[src/rtl/fifo_ctrl.sv]
// fifo_ctrl: pointer/flag controller for a RAM-backed FIFO.
// Converts push/pop requests into RAM write/read enables and addresses.
// Tracks occupancy, builds the status flags and keeps sticky overflow/underflow errors.
// An INIT/IDLE/ACTIVE/ERROR state machine sequences everything.
module fifo_ctrl #(
    parameter int DATA_SIZE = 3
) (
    input  logic                 clk,
    input  logic                 reset_L,
    input  logic                 init,
    input  logic [DATA_SIZE:0]   afull_thr,
    input  logic [DATA_SIZE:0]   aempty_thr,
    input  logic                 push,
    input  logic                 pop,
    output logic                 wr_en,
    output logic                 rd_en,
    output logic [DATA_SIZE-1:0] wr_ptr,
    output logic [DATA_SIZE-1:0] rd_ptr,
    output logic [DATA_SIZE:0]   count,
    output logic                 full,
    output logic                 empty,
    output logic                 almost_full,
    output logic                 almost_empty,
    output logic                 overflow_err,
    output logic                 underflow_err,
    output logic                 valid_out,
    output logic [1:0]           state
);

    typedef enum logic [1:0] {
        ST_INIT   = 2'd0,
        ST_IDLE   = 2'd1,
        ST_ACTIVE = 2'd2,
        ST_ERROR  = 2'd3
    } state_t;

    localparam logic [DATA_SIZE:0] DEPTH_C     = {1'b1, {DATA_SIZE{1'b0}}};
    localparam logic [DATA_SIZE:0] ONE_C       = {{DATA_SIZE{1'b0}}, 1'b1};
    localparam logic [DATA_SIZE:0] AFULL_RST_C = DEPTH_C - ONE_C;

    state_t                 state_r;
    logic [DATA_SIZE-1:0]   wr_ptr_r, rd_ptr_r;
    logic [DATA_SIZE:0]     count_r;
    logic [DATA_SIZE:0]     afull_thr_r, aempty_thr_r;
    logic                   full_r, empty_r, afull_r, aempty_r;
    logic                   ovf_r, unf_r, valid_r;

    logic                   xfer_s, wr_en_s, rd_en_s, ovf_s, unf_s;
    logic [DATA_SIZE:0]     count_next_s, afthr_sel_s, aethr_sel_s;

    // Transfer enables, error detection and next occupancy for the current cycle
    always_comb begin
        xfer_s       = 1'b0;
        wr_en_s      = 1'b0;
        rd_en_s      = 1'b0;
        ovf_s        = 1'b0;
        unf_s        = 1'b0;
        count_next_s = count_r;
        afthr_sel_s  = afull_thr_r;
        aethr_sel_s  = aempty_thr_r;
        if ((state_r == ST_IDLE || state_r == ST_ACTIVE) && !init) begin
            xfer_s = 1'b1;
        end else begin
            xfer_s = 1'b0;
        end
        // A pop alongside a push to a full FIFO frees the slot being written
        wr_en_s = xfer_s & push & (~full_r | pop);
        rd_en_s = xfer_s & pop & ~empty_r;
        ovf_s   = xfer_s & push & ~wr_en_s;
        unf_s   = xfer_s & pop & empty_r;
        if (state_r == ST_INIT) begin
            // Flags leaving INIT must reflect the thresholds being latched now
            count_next_s = {(DATA_SIZE+1){1'b0}};
            afthr_sel_s  = afull_thr;
            aethr_sel_s  = aempty_thr;
        end else begin
            count_next_s = count_r + (DATA_SIZE+1)'(wr_en_s) - (DATA_SIZE+1)'(rd_en_s);
        end
    end

    // State machine, pointers, occupancy, thresholds and registered status flags
    always_ff @(posedge clk or negedge reset_L) begin
        if (!reset_L) begin
            state_r      <= ST_INIT;
            wr_ptr_r     <= {DATA_SIZE{1'b0}};
            rd_ptr_r     <= {DATA_SIZE{1'b0}};
            count_r      <= {(DATA_SIZE+1){1'b0}};
            afull_thr_r  <= AFULL_RST_C;
            aempty_thr_r <= ONE_C;
            full_r       <= 1'b0;
            empty_r      <= 1'b1;
            afull_r      <= 1'b0;
            aempty_r     <= 1'b1;
            ovf_r        <= 1'b0;
            unf_r        <= 1'b0;
            valid_r      <= 1'b0;
        end else begin
            case (state_r)
                ST_INIT: begin
                    wr_ptr_r     <= {DATA_SIZE{1'b0}};
                    rd_ptr_r     <= {DATA_SIZE{1'b0}};
                    ovf_r        <= 1'b0;
                    unf_r        <= 1'b0;
                    afull_thr_r  <= afull_thr;
                    aempty_thr_r <= aempty_thr;
                    state_r      <= init ? ST_INIT : ST_IDLE;
                end
                ST_IDLE, ST_ACTIVE: begin
                    wr_ptr_r <= wr_ptr_r + DATA_SIZE'(wr_en_s);
                    rd_ptr_r <= rd_ptr_r + DATA_SIZE'(rd_en_s);
                    ovf_r    <= ovf_r | ovf_s;
                    unf_r    <= unf_r | unf_s;
                    if (init) begin
                        state_r <= ST_INIT;
                    end else if (ovf_s || unf_s) begin
                        state_r <= ST_ERROR;
                    end else if (count_next_s != {(DATA_SIZE+1){1'b0}}) begin
                        state_r <= ST_ACTIVE;
                    end else begin
                        state_r <= ST_IDLE;
                    end
                end
                ST_ERROR: begin
                    state_r <= init ? ST_INIT : ST_ERROR;
                end
                default: begin
                    state_r <= ST_INIT;
                end
            endcase
            count_r  <= count_next_s;
            full_r   <= (count_next_s == DEPTH_C);
            empty_r  <= (count_next_s == {(DATA_SIZE+1){1'b0}});
            afull_r  <= (count_next_s >= afthr_sel_s);
            aempty_r <= (count_next_s <= aethr_sel_s);
            valid_r  <= rd_en_s;
        end
    end

    assign wr_en         = wr_en_s;
    assign rd_en         = rd_en_s;
    assign wr_ptr        = wr_ptr_r;
    assign rd_ptr        = rd_ptr_r;
    assign count         = count_r;
    assign full          = full_r;
    assign empty         = empty_r;
    assign almost_full   = afull_r;
    assign almost_empty  = aempty_r;
    assign overflow_err  = ovf_r;
    assign underflow_err = unf_r;
    assign valid_out     = valid_r;
    assign state         = state_r;

endmodule
[config.mk]
export PLATFORM = sky130hd
export DESIGN_NAME = fifo_ctrl
export DESIGN_NICKNAME = d
export VERILOG_FILES = /design/src/rtl/fifo_ctrl.sv
export SDC_FILE = /design/constraint.sdc
export NUM_CORES = 1
export LEC_CHECK = 0
export CAP_MARGIN = 15
export CORE_MARGIN = 8
export CORE_UTILIZATION = 25
export CTS_BUF_LIST = sky130_fd_sc_hd__clkbuf_8
export DETAILED_ROUTE_END_ITERATION = 8
export DONT_BUFFER_PORTS = 1
export HOLD_SLACK_MARGIN = 0.02
export SLEW_MARGIN = 20
export SYNTH_ARGS = -nofsm -noshare
export SYNTH_HDL_FRONTEND = slang
export SYNTH_SLANG_ARGS = --single-unit
[constraint.sdc]
create_clock -name clk -period 2.9 [get_ports clk]
set_input_delay 0.435 -clock clk [delete_from_list [all_inputs] [get_ports clk]]
set_output_delay 0.435 -clock clk [all_outputs]
set_load 0.05 [all_outputs]
; ---- Word level (Yosys, flattened, before mapping)
; Cells that the tools add are included.
[totals]
regBits = 27
in_bits = 13
output_inout_bits = 21
word_cells = 58
[classes]
n_addsub = 4
n_lt_le_gt_ge = 2
eq_ne = 4
muxes = 14
bitwise = 12
n_reduce_logical = 9
[op_table]
columns = cell, count
row1 = $mux W4, 3
row2 = $pmux W3 S2, 2
row3 = $mux W2, 4
row4 = $add A3 B1 Y3, 2
row5 = $and A1 B1 Y1, 6
row6 = $pmux W2 S3, 1
row7 = $add A4 B1 Y4, 1
row8 = $eq A2 B2 Y1 const B, 2
row9 = $eq A4 B4 Y1 const B, 1
row10 = $ge A4 B4 Y1, 1
row11 = $le A4 B4 Y1, 1
row12 = $logic_not A4 Y1, 1
row13 = $pmux W1 S2, 2
row14 = $reduce_bool A4 Y1, 1
row15 = $sub A4 B1 Y4, 1
row16 = $not A1 Y1, 3
row17 = $or A1 B1 Y1, 3
row18 = $eq A2 B1 Y1 const B, 1
row19 = $logic_not A2 Y1, 1
row20 = $logic_or A1 B1 Y1, 2
row21 = $mux W1, 2
row22 = $reduce_bool A2 Y1, 1
row23 = $reduce_or A2 Y1, 1
row24 = $logic_and A1 B1 Y1, 1
row25 = $logic_not A1 Y1, 1

; ---- Logic depth before layout (Yosys ltp)
; Gate-level depths: netlist of the first run.
[depth]
depth_word = 14
depth_mapped = 13
ltp_nobuf = 13

; ---- Worst setup path after synthesis of the first run
; No wires, ideal clock.
[synth_timing]
kind = reg2reg
from = reg state_r[0], in the netlist state[0]
to = reg aempty_r, in the netlist almost_empty
setup_time_ps = 72
arrival_ps = 3919
t_required_ps = 2828
path_slack_ps = -1090
stages_incl_launch_ff = 14
path_buffers = 0
period_less_slack_ps = 3990
cell_sequence = dfrtp_1 -> inv_1 -> ha_1 -> nand2b_2 -> nor3b_2 -> xor2_1 -> ha_1 -> fa_1 -> nor2b_1 -> ha_1 -> nor2b_1 -> o21a_1 -> o21a_1 -> o21ai_1
[synth_via]
elab_cells_between_ends = 15
cone_classes = 2 x add/sub / 1 x order compare / 2 x eq/ne / 3 x mux / 4 x bitwise / 3 x reduce/logical
[synth_lines]
columns = item, line_no
row1 = start: declaration, 41  ; state_t state_r;
row2 = start signal: assignment, 106  ; state_r <= init ? ST_INIT : ST_IDLE;
row3 = start signal: assignment, 124  ; state_r <= init ? ST_INIT : ST_ERROR;
row4 = $eq A2 B1 Y1 or $eq A2 B2 Y1 (tied branches), 61  ; if ((state_r == ST_IDLE || state_r == ST_ACTIVE) && !init) begin
row5 = $logic_or A1 B1 Y1 (*), 61
row6 = $logic_and A1 B1 Y1 (*), 61
row7 = $mux W1 (*), 61
row8 = $and A1 B1 Y1 (*) (2 in series), 68  ; rd_en_s = xfer_s & pop & ~empty_r;
row9 = via rd_en, 16  ; output logic rd_en,
row10 = $sub A4 B1 Y4 (*), 77  ; count_next_s = count_r + (DATA_SIZE+1)'(wr_en_s) - (DATA_SIZE+1)'(rd_en_s);
row11 = $mux W4 (*), 71  ; if (state_r == ST_INIT) begin
row12 = via count_next_s[1], 49  ; logic [DATA_SIZE:0] count_next_s, afthr_sel_s, aethr_sel_s;
row13 = $le A4 B4 Y1 (*), 134  ; aempty_r <= (count_next_s <= aethr_sel_s);
row14 = end signal: assignment, 134
row15 = end: declaration, 45  ; logic full_r, empty_r, afull_r, aempty_r;
; Mark *: on every way through the listed nets, which the timed path passes. The rest lies on a longest branch.
; A chain may end at the register's enable or synchronous reset.

; ---- Worst setup path in the final report of the first run
[layout_timing]
from = reg state_r[1], in the netlist state[1]
to = reg aempty_r, in the netlist almost_empty
[layout_via]
elab_chain_cells = 10
elab_cells_between_ends = 15
cone_classes = 2 x add/sub / 1 x order compare / 2 x eq/ne / 3 x mux / 4 x bitwise / 3 x reduce/logical
[layout_rtl]
columns = item, line_no
row1 = $eq A2 B1 Y1 or $eq A2 B2 Y1 (tied branches), 61
row2 = $logic_or A1 B1 Y1, 61
row3 = $logic_and A1 B1 Y1, 61
row4 = $mux W1, 61
row5 = $and A1 B1 Y1 (2 in series), 67  ; wr_en_s = xfer_s & push & (~full_r | pop);
row6 = $add A4 B1 Y4, 77
row7 = $sub A4 B1 Y4, 77
row8 = $mux W4 (*), 71
row9 = via count_next_s[1], 49
row10 = $le A4 B4 Y1 (*), 134
; Marks and branches as above.

==> impl_results.md, run 1 <==
- Syn Inst Count: 132
- FP Rows: 27
- Nets: 178
- Vias in the first global route: 1,000
- CP required: 3.11 ns
- Maxcap violations: 0
- Syn. warnings: 0
- CTS Buf Count: 3
- Internal Power: 1.14 mW
- Horiz. Die Dim: 92.1 um
- GRT Total Usage: 7.74%
- Netlist cell types: 31
- Final setup fails: 0
- Starting DRT DRC Count: 61
- Clock buffer depth: 2
- Die ar.: 0.00848 mm2
- Footprint of the multi-input gates: 763 um2
- Seq pwr share: 32.7%
- Slew Limit Fails: 0
- Gr ovfl total: 0
- Layout cells sized above 1: 29.5%
- Startpoint types: flip-flop
- Mean routed wirelength per cell: 14.2 um
- Initial antenna violation count: 0
- Slew HR: 64.4%
- Number of inserted diodes: 0
- Final Hold Viols: 0
- Synthesized flop and latch total: 27
- Net switching power figure: 0.996 mW
- Die H: 92.1 um
- Syn Nets: 163
- Core Footprint: 0.00554 mm2
- Via count: 929
- Gr busiest metal: met2
- Post-synth EDFFs: 0
- Synth Cell Area: 0.00145 mm2
- Hold Path Class: in -> reg
- Syn_area_per_cell: 11.0 um2
- Total of fill cells in the finished design: 567
- Worst Reg-to-Reg Cells: 13
- Met2 Use GR: 13.2%
- Critical path peak fanout: 3
- CP Cell Sequence: inv_2 -> ha_4 -> nand2b_4 -> nor3b_4 -> xor2_1 -> ha_2 -> fa_1 -> nor2b_4 -> ha_4 -> nor2b_1 -> o21a_1 -> o21a_1 -> o21ai_1
- Post-Layout Cell Count: 218
- Predominant post-synthesis flop cell: dfrtp_1
- Cell Pwr Density: 1220 mW/mm2
- Initial Util: 26.1%
- Slowest stage delay, CP: 0.51 ns
- PortBufs: 0
- H-tree depth: 1
- Met1 usage: 8.44%
- Slowest stage cell, crit path: fa_1
- Ys async rst share: 100%
- Initial DRT Pass Iterations: 4
- Sw Ratio: 46.7%
- Register area: 686 um2
- CP endpoint kind: flip-flop
- Post-layout min period: 2.81 ns
- Combinational Power Share: 57.0%
- Layout area overhead: 20.9%
- Routed wire length: 3100 um
- Crit path arrival time: 3.02 ns
- Final period util: 96.9%
- Routability cong.: 0.734
- Hold path depth: 1
- First-pass GRT wire length: 5170 um
- Clock network power share: 10.3%
- Crit Path Class: reg -> reg
- Clock Sinks: 27
- Largest net degree at the start of global routing: 28
- Root cell of the clock tree: clkbuf_8
- Setup WS post-layout: 0.0899 ns
- Status: complete, no violations
- Placement Setup Slack: 0.0745 ns
- Slew @ Worst Pin: 0.534 ns
- Fmax: 0.356 GHz
- Reg clk slew, reported paths: 0.09 ns
- HPWL after detailed placement: 2410 um
- Sequential-to-total area share from yosys stat: 47.2%
- Leakage Power: 0.856 nW
- Placed cells: 210
- Layout Skew: 0.000668 ns
- Fin Hold WS: 0.211 ns
- ANT nets after route: 0
- RSZ-0062 raised after global routing: yes
- Top Ports: 34
- CTS tree: done
- Final core occ: 31.6%
- Worst-Skew Late Latency: 0.27 ns
- Maximum vdd drop: 354 uV
- Vias per cell: 4.26
- Met3 usage: 2.44%
- Drt drc: 0
## layout make-up
type,count,share of cell area (%)
inverter,12,2.57
timing repair buffer,14,6.86
clock buffer,3,2.36
tap,72,5.15
clock inverter,1,0.286
multi-input combinational,89,43.6
sequential,27,39.2
## worst max-delay path, delay by kind of cell, from the launching register on
kind                       cells  cell delay (ns)
buffers and inverters          1             0.05
AOI/OAI and AO/OA              3             0.43
DFF                            1             0.38
and+or+nand+nor                4             0.60
xor gates and xnor gates       1             0.10
adders and majority gates      4             1.19
## cells in the mapped netlist, types with 3 or more instances
library cell / count / area, um2
dfrtp_1: 21 / 526
ha_1: 17 / 213
nor2_1: 14 / 52.6
inv_1: 12 / 45.0
nand2_1: 10 / 37.5
dfstp_2: 6 / 158
mux2i_1: 6 / 60.1
o21ai_0: 5 / 25.0
a21o_1: 4 / 30.0
mux2_2: 4 / 45.0
nor3_1: 4 / 20.0
nor2b_1: 3 / 18.8
## stage by stage
| stage | setup TNS [ns] | power (mW) | area, um2 |
|---|---|---|---|
| 5_1_grt | -0.0805 | 2.33 | 1750 |
| 2_1_floorplan | -1.23 | 1.59 | 1500 |
| 3_3_place_gp | 0 | 1.87 | 1640 |
| 4_1_cts | 0 | 2.12 | 1720 |
| 3_5_place_dp | 0 | 1.88 | 1640 |
| 6_report | 0 | 2.13 | 1750 |
## cell families (layout without fill, tap and decap cells)
| logic type | count (synthesis) | after routing | share of synthesized area, % |
|---|---|---|---|
| compound gates | 19 | 19 | 9.85 |
| xor+xnor | 4 | 4 | 2.42 |
| fa+ha+maj | 18 | 18 | 16.1 |
| buf+inv | 16 | 30 | 4.49 |
| flops | 27 | 27 | 47.2 |
| mux | 10 | 10 | 7.26 |
| simple gates | 38 | 38 | 12.7 |
## metal layers
metal  routed length [um]  vias to the layer above
met5                    0                        -
met4                   69                        0
met3                  183                        5
met2                 1590                       19
met1                 1260                      429
li1                     -                      476
## power groups by stage
| stage | Sequential (mW) | Clock, mW | Combinational (mW) |
|---|---|---|---|
| after CTS | 0.702 | 0.228 | 1.19 |
| after floorplan | 0.817 | 0 | 0.775 |
| after global routing | 0.715 | 0.242 | 1.37 |
| after global placement | 0.705 | 0 | 1.16 |
| final | 0.697 | 0.220 | 1.22 |
| after detailed placement | 0.710 | 0 | 1.17 |
## sequential cells by signal (all words and copies together), names as in the netlist, 2 cells and up
| name | flops |
|---|---|
| aempty_thr_r | 4 |
| afull_thr_r | 4 |
| count | 4 |
| rd_ptr | 3 |
| state | 2 |
| wr_ptr | 3 |
## cells in the final DEF (no fill, tap or decap), types with 2 or more instances in the layout
master    count
o21ai_0       5
inv_1        10
buf_4        12
xor2_1        2
ha_1         14
nand2_1      10
nor2_1       13
ha_4          2
a22o_1        2
dfrtp_1      19
mux2_2        4
mux2i_1       6
dfrtp_2       2
inv_2         2
xnor2_2       2
a21oi_2       2
nor2b_1       2
dfstp_2       6
clkbuf_8      3
nor3_1        4
o21a_1        2
a21o_1        4
nand2b_1      2
## what timing repair did
item	4_1_cts	5_1_grt
endpoints found under the hold margin	27	0
gates resized for setup	0	2
hold buffers	2	0
setup buffers	0	2
setup endpoints to repair	0	2
## worst paths after layout
path                                 startpoint               to  slack, ns
min in group asynchronous               reset_L         count[0]       0.58
worst max-delay path                   state[1]     almost_empty       0.09
worst min-delay path                       init         state[1]       0.21
worst max register to register         state[1]     almost_empty       0.09
worst min register to register  aempty_thr_r[3]  aempty_thr_r[3]       0.50
max in group asynchronous               reset_L            empty       2.09
Power figures use the tool's default switching activity.
==> inputs of run 2 (changes only) <==
--- a/config.mk
+++ b/config.mk
@@ -9,6 +9,7 @@
 export CORE_MARGIN = 8
 export CORE_UTILIZATION = 25
 export CTS_BUF_LIST = sky130_fd_sc_hd__clkbuf_8
+export CTS_CLUSTER_DIAMETER = 40
 export DETAILED_ROUTE_END_ITERATION = 8
 export DONT_BUFFER_PORTS = 1
 export HOLD_SLACK_MARGIN = 0.02
==> constraint.sdc (replaced) <==
create_clock -name clk -period 2.9 [get_ports clk]
set_input_delay 0.58 -clock clk [delete_from_list [all_inputs] [get_ports clk]]
set_output_delay 0.58 -clock clk [all_outputs]
set_load 0.05 [all_outputs]
==> run 2 against run 1 <==
Final area decreased by 1.6%; sequential share of layout area increased by 0.65 points; global-route usage decreased by 0.078 points; sequential cell count unchanged; total power decreased by 1.3%; core utilization decreased by 0.52 points; combinational power about the same; die area unchanged; highest routed layer unchanged.
==> impl_results.md, run 2 (synthesis results as in run 1) <==
- Critical path buffers and inverters: 1
- Met2 Use GR: 13.5%
- H-tree depth: 1
- Fmax: 0.353 GHz
- Final setup fails: 0
- Post-Layout Cell Count: 217
- Critical path peak fanout: 3
- Placement Setup Slack: 0.0517 ns
- Gr ovfl total: 0
- Initial DRT Pass Iterations: 4
- Initial Util: 26.1%
- Slowest stage cell, crit path: fa_1
- Via count: 958
- Worst-Skew Late Latency: 0.26 ns
- FP Rows: 27
- CP most frequent cell: a21o_1
- Leakage Power: 0.842 nW
- Cell Pwr Density: 1220 mW/mm2
- Largest net degree at the start of global routing: 22
- Crit path arrival time: 3.00 ns
- Slew HR: 35.2%
- CP required: 3.06 ns
- CTS tree: done
- Nets: 177
- Register area: 686 um2
- GRT Total Usage: 7.66%
- Vias per cell: 4.41
- Layout Skew: 0.00282 ns
- Crit Path Class: reg -> reg
- Clock Sinks: 27
- CTS Buf Count: 3
- CP top delay family: adder cells
- Clock buffer depth: 2
- Footprint of the multi-input gates: 756 um2
- Die H: 92.1 um
- Dpl cell area: 0.00164 mm2
- Reg clk slew, reported paths: 0.09 ns
- CP endpoint kind: flip-flop
- Fin area: 0.00172 mm2
- Status: complete, no violations
- Startpoint types: flip-flop
- Final period util: 97.7%
- Hold Path Class: in -> async
- Total of fill cells in the finished design: 582
- HPWL after detailed placement: 2450 um
- First-pass GRT wire length: 5130 um
- Commonest non-fill, non-tap cells in the layout: dfrtp_1 (19), ha_1 (14), nor2_1 (13)
- Routed wire length: 3170 um
- Layout area overhead: 18.9%
- Maxcap violations: 0
- Initial antenna violation count: 0
- Slew @ Worst Pin: 0.968 ns
- Mean routed wirelength per cell: 14.6 um
- Met1 usage: 8.03%
- Maximum vdd drop: 323 uV
- PortBufs: 0
- Die ar.: 0.00848 mm2
- CP Cell Sequence: inv_2 -> ha_4 -> nand2b_4 -> nor3b_4 -> xor2_1 -> ha_2 -> fa_1 -> nor2b_4 -> ha_1 -> a21o_1 -> a21o_1 -> a21o_1
- Slew Limit Fails: 0
- Placed cells: 210
- Layout cells sized above 1: 27.6%
- ANT nets after route: 0
- Root cell of the clock tree: clkbuf_8
- Routability cong.: 0.726
- Number of inserted diodes: 0
- Post-layout min period: 2.83 ns
- Gr busiest metal: met2
- Final Hold Viols: 0
- Top Ports: 34
- Starting DRT DRC Count: 20
- Core Footprint: 0.00554 mm2
- Drt drc: 0
- Met3 usage: 2.77%
- Fin Hold WS: 0.146 ns
- Setup WS post-layout: 0.0675 ns
- RSZ-0062 raised after global routing: yes
- Slowest stage delay, CP: 0.42 ns
- Most common cell after layout, fill and taps aside: dfrtp_1
- Vias in the first global route: 1,001
- Horiz. Die Dim: 92.1 um
run 2: changes by cell type in the layout (fill, tap and decap cells not counted), sizes merged:
cell	delta
buf	-1
clkinv	-1
inv	+1
run 2: stage by stage:
step	TNS, ns	power, mW	utilization, %
2_1_floorplan	-1.23	1.59	-
3_3_place_gp	0	1.86	29.7
3_5_place_dp	0	1.88	29.7
4_1_cts	0	2.10	30.7
5_1_grt	-0.0441	2.28	31.1
6_report	0	2.11	31.1
run 2: final timing paths:
kind | from | to | slack [ns] | depth (start not counted)
setup / recovery | state[0] | almost_full | 0.07 | 12
hold / removal | reset_L | afull_thr_r[1] | 0.15 | 0
setup reg to reg | state[0] | almost_full | 0.07 | 12
max in group asynchronous | reset_L | state[1] | 1.33 | 1
min in group clk | init | state[1] | 0.37 | 1
hold reg to reg | afull_thr_r[3] | afull_thr_r[3] | 0.49 | 2
run 2: power breakdown:
group          switching [mW]  internal [mW]  total [mW]  leakage [nW]
clock network           0.107         0.0946       0.202        0.0269
logic                   0.699          0.506        1.20         0.476
registers               0.169          0.531       0.699         0.340
run 2: worst reg2reg max path, stage by stage (launching register included):
cell	delay [ns]
dfrtp_2	0.38
inv_2	0.04
ha_4	0.27
nand2b_4	0.06
nor3b_4	0.24
xor2_1	0.20
ha_2	0.21
fa_1	0.42
nor2b_4	0.16
ha_1	0.28
a21o_1	0.17
a21o_1	0.16
a21o_1	0.15
run 2: cell type report:
type | instances | share of cell area (%)
clock inverter | 1 | 0.218
tap | 72 | 5.23
inverter | 12 | 2.62
sequential | 27 | 39.8
multi-input combinational | 89 | 43.9
timing repair buffer | 13 | 5.81
clock buffer | 3 | 2.40
run 2: repair_timing:
item	CTS	global route
hold buffers	1	0
endpoints found under the setup margin	0	2
hold endpoints to repair	21	0
buffers inserted	0	2
resized for setup	0	1
run 2: routing by layer:
layer  vias to the layer above  routed length [um]
met5                         -                   0
met4                         0                  53
met3                         4                 219
met2                        18                1680
met1                       468                1220
li1                        468                   -
==> inputs of run 3 (changes only) <==
--- a/config.mk
+++ b/config.mk
@@ -13,7 +13,7 @@
 export DETAILED_ROUTE_END_ITERATION = 8
 export DONT_BUFFER_PORTS = 1
 export HOLD_SLACK_MARGIN = 0.02
-export SLEW_MARGIN = 20
+export SLEW_MARGIN = 25
 export SYNTH_ARGS = -nofsm -noshare
 export SYNTH_HDL_FRONTEND = slang
 export SYNTH_SLANG_ARGS = --single-unit
==> run 3 against run 2 <==
Non-clock buffer count is the same; via count shrank 1.1%; first-iteration DRC count shrank 10%; global-route usage is the same; register-to-register slack is essentially flat; sequential power is essentially flat; clock power is essentially flat; worst hold slack gained 0.00062 ns; core utilization shrank 0.090 points; final area shrank 0.29%; combinational power is essentially flat; critical endpoint unchanged.
==> impl_results.md, run 3 (synthesis results as in run 1) <==
- CTS tree: done
- Clock network power share: 9.6%
- Initial antenna violation count: 0
- Root cell of the clock tree: clkbuf_8
- First-pass GRT wire length: 5130 um
- Slew Limit Fails: 0
- ANT nets after route: 0
- Footprint of the multi-input gates: 756 um2
- Nets: 177
- H-tree depth: 1
- Worst Reg-to-Reg Cells: 12
- Critical path buffers and inverters: 1
- CP endpoint kind: flip-flop
- Worst-Skew Late Latency: 0.26 ns
- Layout area overhead: 18.6%
- Die ar.: 0.00848 mm2
- Maximum vdd drop: 323 uV
- GRT Total Usage: 7.66%
- Internal Power: 1.13 mW
- Top Ports: 34
- Cell Pwr Density: 1230 mW/mm2
- Layout Skew: 0.00253 ns
- Register area: 686 um2
- Net switching power figure: 0.974 mW
- Final period util: 97.6%
- Leakage Power: 0.842 nW
- Core Footprint: 0.00554 mm2
- Final setup fails: 0
- Initial DRT Pass Iterations: 4
- Die H: 92.1 um
- Vias in the first global route: 1,001
- Fmax: 0.353 GHz
- Commonest non-fill, non-tap cells in the layout: dfrtp_1 (19), ha_1 (14), nor2_1 (13)
- Slowest stage delay, CP: 0.42 ns
- Sw Ratio: 46.3%
- Gr ovfl total: 0
- Fin area: 0.00172 mm2
- Worst path depth: 12
- CP top delay family: adder cells
- CTS Buf Count: 3
- Slowest stage cell, crit path: fa_1
- Seq pwr share: 33.2%
- Vias per cell: 4.36
- CP Cell Sequence: inv_2 -> ha_4 -> nand2b_4 -> nor3b_4 -> xor2_1 -> ha_2 -> fa_1 -> nor2b_4 -> ha_1 -> a21o_1 -> a21o_1 -> a21o_1
- Combinational Power Share: 57.2%
- Slew @ Worst Pin: 0.561 ns
- Post-Layout Cell Count: 217
- Post-layout min period: 2.83 ns
- PortBufs: 0
- Status: complete, no violations
- Startpoint types: flip-flop
- Critical path peak fanout: 3
- Mean routed wirelength per cell: 14.5 um
- Total of fill cells in the finished design: 583
- Initial Util: 26.1%
- Clock buffer depth: 2
- Dpl cell area: 0.00164 mm2
- FP Rows: 27
- Most common cell after layout, fill and taps aside: dfrtp_1
- Clock Sinks: 27
- Starting DRT DRC Count: 18
- Hold Path Class: in -> async
- Via count: 947
- Routability cong.: 0.726
- RSZ-0062 raised after global routing: yes
- Crit path arrival time: 2.99 ns
- Maxcap violations: 0
- CP most frequent cell: a21o_1
- Slew HR: 62.6%
- Horiz. Die Dim: 92.1 um
- CP required: 3.06 ns
- Placed cells: 210
- Routed wire length: 3150 um
- Largest net degree at the start of global routing: 22
- Final Hold Viols: 0
- HPWL after detailed placement: 2450 um
- Layout cells sized above 1: 28.3%
- Drt drc: 0
- Number of inserted diodes: 0
- Reg clk slew, reported paths: 0.09 ns
- Crit Path Class: reg -> reg
-- run 3: cell count changes in the layout (fill, tap and decap cells not counted) --
cell | before | now
dlygate4sd3_1 | 1 | 0
buf_2 | 0 | 1
-- run 3: through the flow --
stage / setup TNS, ns / util [%] / worst slack (ns) / hold WS (ns) / power [mW]
floorplan: -1.23 / - / -0.498 / 0.284 / 1.59
global placement: 0 / 29.7 / 0.107 / 0.285 / 1.86
detailed placement: 0 / 29.7 / 0.0517 / 0.285 / 1.88
CTS: 0 / 30.7 / 0.0400 / 0.135 / 2.10
global route: -0.0441 / 31.0 / -0.0243 / 0.127 / 2.28
finish: 0 / 31.0 / 0.0701 / 0.147 / 2.10
-- run 3: area by class of cell --
class / count / area share [%]
Clock buffer: 3 / 2.41
Multi-Input combinational cell: 89 / 44.0
Clock inverter: 1 / 0.219
Timing Repair Buffer: 13 / 5.54
Sequential cell: 27 / 39.9
Inverter: 12 / 2.62
Tap cell: 72 / 5.25
-- run 3: power by group through the flow --
stage / Sequential [mW] / Clock [mW] / Combinational [mW]
2_1_floorplan: 0.817 / 0 / 0.775
3_3_place_gp: 0.707 / 0 / 1.16
3_5_place_dp: 0.711 / 0 / 1.17
4_1_cts: 0.704 / 0.216 / 1.18
5_1_grt: 0.719 / 0.225 / 1.34
6_report: 0.699 / 0.202 / 1.20
-- run 3: routing by layer --
metal	vias to the layer above	track usage, %	wire (um)
li1	467	-	-
met1	462	8.03	1200
met2	14	13.5	1680
met3	4	2.77	207
met4	0	3.22	53
met5	-	0	0
-- run 3: what timing repair did --
action | in CTS | in global routing
hold buffers | 1 | 0
endpoints found under the hold margin | 21 | 0
endpoints found under the setup margin | 0 | 2
gates resized for setup | 0 | 1
setup buffers | 0 | 2
-- run 3: path summary, 6_finish.rpt --
kind	from	to	slack, ns
worst max register to register	state[0]	almost_full	0.07
worst max-delay path	state[0]	almost_full	0.07
min in group clk	init	state[1]	0.37
max in group asynchronous	reset_L	state[1]	2.28
worst min register to register	afull_thr_r[3]	afull_thr_r[3]	0.49
worst min-delay path	reset_L	afull_thr_r[1]	0.15
